**config.mk**
```make
export PLATFORM = sky130hd
export DESIGN_NAME = gtp_tx_sched
export DESIGN_NICKNAME = d
export VERILOG_FILES = /design/src/rtl/gtp_tx_sched.sv
export SDC_FILE = /design/constraint.sdc
export NUM_CORES = 1
export LEC_CHECK = 0
export CORE_ASPECT_RATIO = 0.75
export CORE_MARGIN = 2
export CORE_UTILIZATION = 39
export CTS_CLUSTER_DIAMETER = 200
export CTS_CLUSTER_SIZE = 28
export DETAILED_ROUTE_END_ITERATION = 10
export GPL_ROUTABILITY_DRIVEN = 0
export MAX_ROUTING_LAYER = met4
export PLACE_DENSITY = 0.81
export SKIP_CTS_REPAIR_TIMING = 1
export SKIP_LAST_GASP = 1
export SLEW_MARGIN = 10
export SYNTH_ARGS = -nofsm -noshare
export SYNTH_HDL_FRONTEND = slang
export SYNTH_SLANG_ARGS = --single-unit
```
**constraint.sdc**
```tcl
create_clock -name CLK -period 1.6 [get_ports CLK]
set_input_delay 0.32 -clock CLK [delete_from_list [all_inputs] [get_ports CLK]]
set_output_delay 0.32 -clock CLK [all_outputs]
set_load 0.05 [all_outputs]
```
**src/rtl/gtp_tx_sched.sv**
```systemverilog
// gtp_tx_sched: GTP TX channel-0 scheduler for block data, trigger K-chars and idle commas.
// Optional `TRIG_TIMESTAMP_EN: each trigger K-char is followed by its 16-bit timestamp.
module gtp_tx_sched #(
    parameter int          MIN_GAP = 2,
    parameter logic [15:0] COMMA   = 16'h50BC,
    parameter logic [15:0] TRIG_K  = 16'h00FC,
    parameter logic [15:0] FILL_K  = 16'h003C
) (
    input  logic        CLK,
    input  logic        RST_N,
    input  logic        ENABLE,
    input  logic        TRIG,
    input  logic [15:0] TRIG_TS,
    input  logic        BLK_EMPTY,
    input  logic [15:0] BLK_DAT,
    input  logic        BLK_LAST,
    output logic        BLK_RD,
    output logic [15:0] GTP_DATA,
    output logic        GTP_K,
    output logic        BUSY,
    output logic [15:0] CNT_BLK,
    output logic [15:0] CNT_TRIG,
    output logic [7:0]  CNT_LOST
);
    typedef enum logic [1:0] {S_IDLE, S_BLOCK, S_TRIG_TS} state_t;

    localparam logic [3:0] GAP_INIT = 4'(MIN_GAP);

    state_t      state_q, state_d;
    logic [3:0]  gap_q, gap_d;
    logic [15:0] data_q, data_d;
    logic        k_q, k_d;
    logic        pend_q, pend_d;
    logic [15:0] cnt_blk_q, cnt_blk_d;
    logic [15:0] cnt_trig_q, cnt_trig_d;
    logic [7:0]  cnt_lost_q, cnt_lost_d;
    logic        send_trig;
    logic        pop;
    logic        gap_zero;
    logic [3:0]  gap_dec;

`ifdef TRIG_TIMESTAMP_EN
    logic [15:0] pts_q, pts_d;
    logic [15:0] ots_q, ots_d;
    logic        ret_q, ret_d;
`else
    logic unused_ts;
    assign unused_ts = ^TRIG_TS;
`endif

    always_comb begin
        gap_zero   = (gap_q == 4'd0);
        gap_dec    = gap_zero ? 4'd0 : gap_q - 4'd1;
`ifdef TRIG_TIMESTAMP_EN
        // The timestamp word must directly follow its K-char, so it wins
        send_trig  = pend_q && (state_q != S_TRIG_TS);
`else
        send_trig  = pend_q;
`endif
        state_d    = state_q;
        gap_d      = gap_q;
        data_d     = COMMA;
        k_d        = 1'b1;
        pop        = 1'b0;
        cnt_blk_d  = cnt_blk_q;
        cnt_trig_d = cnt_trig_q;
        cnt_lost_d = cnt_lost_q;
        pend_d     = TRIG | (pend_q & ~send_trig);
`ifdef TRIG_TIMESTAMP_EN
        pts_d      = pts_q;
        ots_d      = ots_q;
        ret_d      = ret_q;
        if (TRIG) begin
            if (pend_q && !send_trig) begin
                if (cnt_lost_q != 8'hFF) begin
                    cnt_lost_d = cnt_lost_q + 8'd1;
                end
            end else begin
                pts_d = TRIG_TS;
            end
        end
`endif
        if (send_trig) begin
            data_d     = TRIG_K;
            cnt_trig_d = cnt_trig_q + 16'd1;
`ifdef TRIG_TIMESTAMP_EN
            ots_d      = pts_q;
            ret_d      = (state_q == S_BLOCK);
            state_d    = S_TRIG_TS;
`endif
        end

        unique case (state_q)
            S_IDLE: begin
                gap_d = gap_dec;
                if (!send_trig && ENABLE && gap_zero && !BLK_EMPTY) begin
                    pop = 1'b1;
                    if (BLK_LAST) begin
                        gap_d = GAP_INIT;
                    end else begin
                        state_d = S_BLOCK;
                    end
                end
            end
            S_BLOCK: begin
                if (!send_trig) begin
                    if (!BLK_EMPTY) begin
                        pop = 1'b1;
                    end else begin
                        data_d = FILL_K;
                    end
                end
                if (pop && BLK_LAST) begin
                    gap_d   = GAP_INIT;
                    state_d = S_IDLE;
                end
            end
`ifdef TRIG_TIMESTAMP_EN
            S_TRIG_TS: begin
                data_d = ots_q;
                k_d    = 1'b0;
                if (ret_q) begin
                    state_d = S_BLOCK;
                end else begin
                    state_d = S_IDLE;
                    gap_d   = gap_dec;
                end
            end
`endif
            default: state_d = S_IDLE;
        endcase

        if (pop) begin
            data_d = BLK_DAT;
            k_d    = 1'b0;
            if (BLK_LAST) begin
                cnt_blk_d = cnt_blk_q + 16'd1;
            end
        end
    end

    always_ff @(posedge CLK or negedge RST_N) begin
        if (!RST_N) begin
            state_q    <= S_IDLE;
            gap_q      <= GAP_INIT;
            data_q     <= COMMA;
            k_q        <= 1'b1;
            pend_q     <= 1'b0;
            cnt_blk_q  <= 16'd0;
            cnt_trig_q <= 16'd0;
            cnt_lost_q <= 8'd0;
`ifdef TRIG_TIMESTAMP_EN
            pts_q      <= 16'd0;
            ots_q      <= 16'd0;
            ret_q      <= 1'b0;
`endif
        end else begin
            state_q    <= state_d;
            gap_q      <= gap_d;
            data_q     <= data_d;
            k_q        <= k_d;
            pend_q     <= pend_d;
            cnt_blk_q  <= cnt_blk_d;
            cnt_trig_q <= cnt_trig_d;
            cnt_lost_q <= cnt_lost_d;
`ifdef TRIG_TIMESTAMP_EN
            pts_q      <= pts_d;
            ots_q      <= ots_d;
            ret_q      <= ret_d;
`endif
        end
    end

    assign BLK_RD   = pop;
    assign GTP_DATA = data_q;
    assign GTP_K    = k_q;
`ifdef TRIG_TIMESTAMP_EN
    assign BUSY     = (state_q == S_BLOCK) || ((state_q == S_TRIG_TS) && ret_q);
`else
    assign BUSY     = (state_q == S_BLOCK);
`endif
    assign CNT_BLK  = cnt_blk_q;
    assign CNT_TRIG = cnt_trig_q;
    assign CNT_LOST = cnt_lost_q;

endmodule

```
==> run_results.csv <==
group,metric,value,unit
outcome,status,"finished with violations",
outcome,violations,"negative hold slack, negative setup slack",
sta,fmax,567,MHz
logic_synthesis,async_reset_ff_share,100,%
worst_hold_path,hp-class,"input port to async pin",
final_layout,area_delta_synth_final,65.2,%
worst_setup_path,crit_chain,"nor2_4, a31oi_4, nor3_4, buf_12",
worst_setup_path,worst-setup-path-type,"register to primary output",
worst_setup_path,critPathMaxStageDelay,0.45,ns
floorplan,std_cell_rows,24,
final_layout,fill_cells,416,
worst_setup_path,start_kind,"register",
logic_synthesis,yosys.area.top_type,"dfrtp_1",
floorplan,fp.dieW,95.5,um
grt,grt_max_degree,56,
sta,fin_crit,1.76,ns
final_layout,antenna_cells,0,
grt,grt_pass1_vias,1863,
sta,tns,-0.165,ns
worst_setup_path,crit_arrival,1.44,ns
worst_setup_path,cpMaxStageDelayCell,"dfrtp_2",
worst_setup_path,crit_fanout,4,
route,vias,1825,
floorplan,start_util,41.2,%
power,p_per_area,1290,mW/mm^2
cts,numCtsBuffers,5,
sta,final.period_utilization,110,%
sta,rsz0062_at_grt,"yes",
worst_setup_path,cp.depth,4,
flow_run,max_cap_viol_count,0,
power,peakVddDrop,1.18,mV
final_layout,final_nets,342,
logic_synthesis,synth.area.top_cells,"dfrtp_1 47%, dfstp_2 9.7%, xor2_1 7.2%, nor4_2 4.1%, xnor2_1 3.6%",
place,port_buffers,72,
grt,track_usage,16.9,%
logic_synthesis,yosysWarnings,0,
route,viasPerCell,4.79,
grt,grt_first_pass_wirelength,8840,um
worst_setup_path,cp_top_family,"flip-flops",
worst_setup_path,critPathLaunch,"gap_q[2]",
route,routedWlPerCell,14.6,um
place,hpwl,3960,um
final_layout,final_cells,381,
logic_synthesis,synthFlopType,"dfrtp_1",
cts,htree_levels,2,
worst_setup_path,worst-path-buf-inv,1,
route,wl,5570,um
logic_synthesis,synthCells,201,
logic_synthesis,netlist_area,0.00245,sq mm
cts,cts_sinks,55,
cts,cts_tree,"done",
sta,finalMaxSlewViolations,0,
logic_synthesis,yosys.area.top_type_share,47.0,%
logic_synthesis,syn_avg_cell_area,12.2,sq um
worst_setup_path,r2r-start,"gap_q[2]",
route,postRouteAntennaNets,0,
cts,clk_pin_slew,0.09,ns
logic_synthesis,ys_types,40,
floorplan,die_h,72.6,um
grt,grt.overflow.total,0,
floorplan,pin_count,97,
sta,finalWorstSetupSlack,-0.165,ns
final_layout,drive_gt1_share,46.2,%
logic_synthesis,yosysSeqAreaShare,56.7,%
sta,hold_violations,7,
route,first_pass_iters,4,
logic_synthesis,ys_ff_latch,55,
power,power_leakage,1.87,nW
cts,clockBufferDepth,2,
place,dp_cells,367,
logic_synthesis,synth_edf_count,0,
worst_setup_path,critPathRequiredTime,1.28,ns
worst_setup_path,worst_setup_path_end_kind,"primary output",
sta,skew,0.00874,ns
cts,cts_root_buf,"clkbuf_8",
worst_setup_path,r2r_cells,6,
grt,antenna_found_initial,0,
floorplan,coreArea,0.00595,sq mm
sta,finalSetupViolCount,1,
route,drcViolationCount,0,
cts,clock_latency,0.30,ns
sta,whs,-0.0119,ns
floorplan,fp.dieArea,0.00693,sq mm
route,drt-initial-drc-count,81,
## flip-flops by register name, indices dropped and copies added (netlist names)
register / flops
pend_q: 1
state_q: 1
GTP_K: 1
GTP_DATA: 16
CNT_TRIG: 16
CNT_BLK: 16
gap_q: 4
## final timing paths
check                               to  slack (ns)
setup reg to reg            CNT_BLK[9]        0.01
hold / removal             CNT_BLK[15]       -0.01
max in group asynchronous  GTP_DATA[5]        1.30
hold reg to reg             CNT_BLK[5]        0.52
setup / recovery                BLK_RD       -0.16
min in group CLK                pend_q        0.44
## final cells by class
class | instances | area (sq um) | share of cell area [%]
clock buffers | 7 | 86.3 | 2.13
clock inverters | 1 | 5.00 | 0.124
well taps | 78 | 97.6 | 2.41
flip-flops and latches | 55 | 1410 | 35.0
inverters | 2 | 7.51 | 0.186
multi-input cells | 139 | 1090 | 27.0
repair buffers | 99 | 1340 | 33.2
## worst register-to-register path: stages, from the launching register on
cell and delay (ns):
dfrtp_2 0.45, nor2_4 0.15, a31oi_4 0.11, buf_4 0.17, buf_12 0.16, nor4_4 0.29, xor2_1 0.18
## report_power, final
group | leakage [nW] | switching [mW] | internal (mW) | total (mW)
Sequential | 0.681 | 0.276 | 1.66 | 1.93
Combinational | 1.14 | 1.36 | 1.14 | 2.51
Clock | 0.0482 | 0.430 | 0.350 | 0.781
Total | 1.87 | 2.07 | 3.15 | 5.22
## layout by cell type (no fill, tap or decap), types with 4 or more instances in the layout
cell             count
a21oi_1              5
and2_1               8
and3_1               4
buf_12              44
buf_4               34
clkbuf_8             6
clkdlybuf4s50_1     20
conb_1               8
dfrtp_1             25
dfrtp_2             21
dfstp_2              9
nand2_1             18
nand2b_1             4
nand3_1             11
nand4_1              4
nor2_1               6
nor3_1               4
nor4_4               6
xnor2_1             10
xor2_1              20
## through the flow
step / setup slack [ns] / utilization, % / area [sq um] / total power, mW
6_report: -0.165 / 68.0 / 4040 / 5.22
5_1_grt: -0.218 / 68.0 / 4040 / 5.47
4_1_cts: -0.340 / 65.5 / 3890 / 5.13
3_5_place_dp: -0.251 / 63.9 / 3800 / 4.34
3_3_place_gp: -0.253 / 63.9 / 3800 / 4.28
2_1_floorplan: 0.0160 / - / 2500 / 3.13
## synth_stat cells, drive strengths merged (5+ instances only)
| cell type | count |
|---|---|
| a21oi | 5 |
| nor3 | 8 |
| nand2 | 19 |
| dfstp | 9 |
| and2 | 8 |
| nand4 | 5 |
| nor2 | 9 |
| xor2 | 20 |
| xnor2 | 10 |
| buf | 11 |
| nand3 | 12 |
| nor4 | 8 |
| dfrtp | 46 |
## metal layers
layer / track usage [%] / up-vias / part of all wire [%]
met5: - / - / 0
met4: 3.81 / 0 / 1.2
met3: 4.55 / 9 / 5.6
met2: 25.5 / 56 / 49
met1: 23.0 / 887 / 44
li1: - / 873 / -
## cells by family (layout without fill, tap and decap cells)
group	count (synthesis)	after routing	synth area share [%]
flip-flops	55	55	56.7
AND/OR/NAND/NOR	83	83	22.2
AO/OA/AOI/OAI	14	14	4.40
adder cells (fa/ha/maj)	2	2	1.02
multiplexers	2	2	0.920
XOR/XNOR	30	30	10.7
other	1	8	0.153
buffers and inverters	14	109	3.89
(Power assumes the default switching activity.)
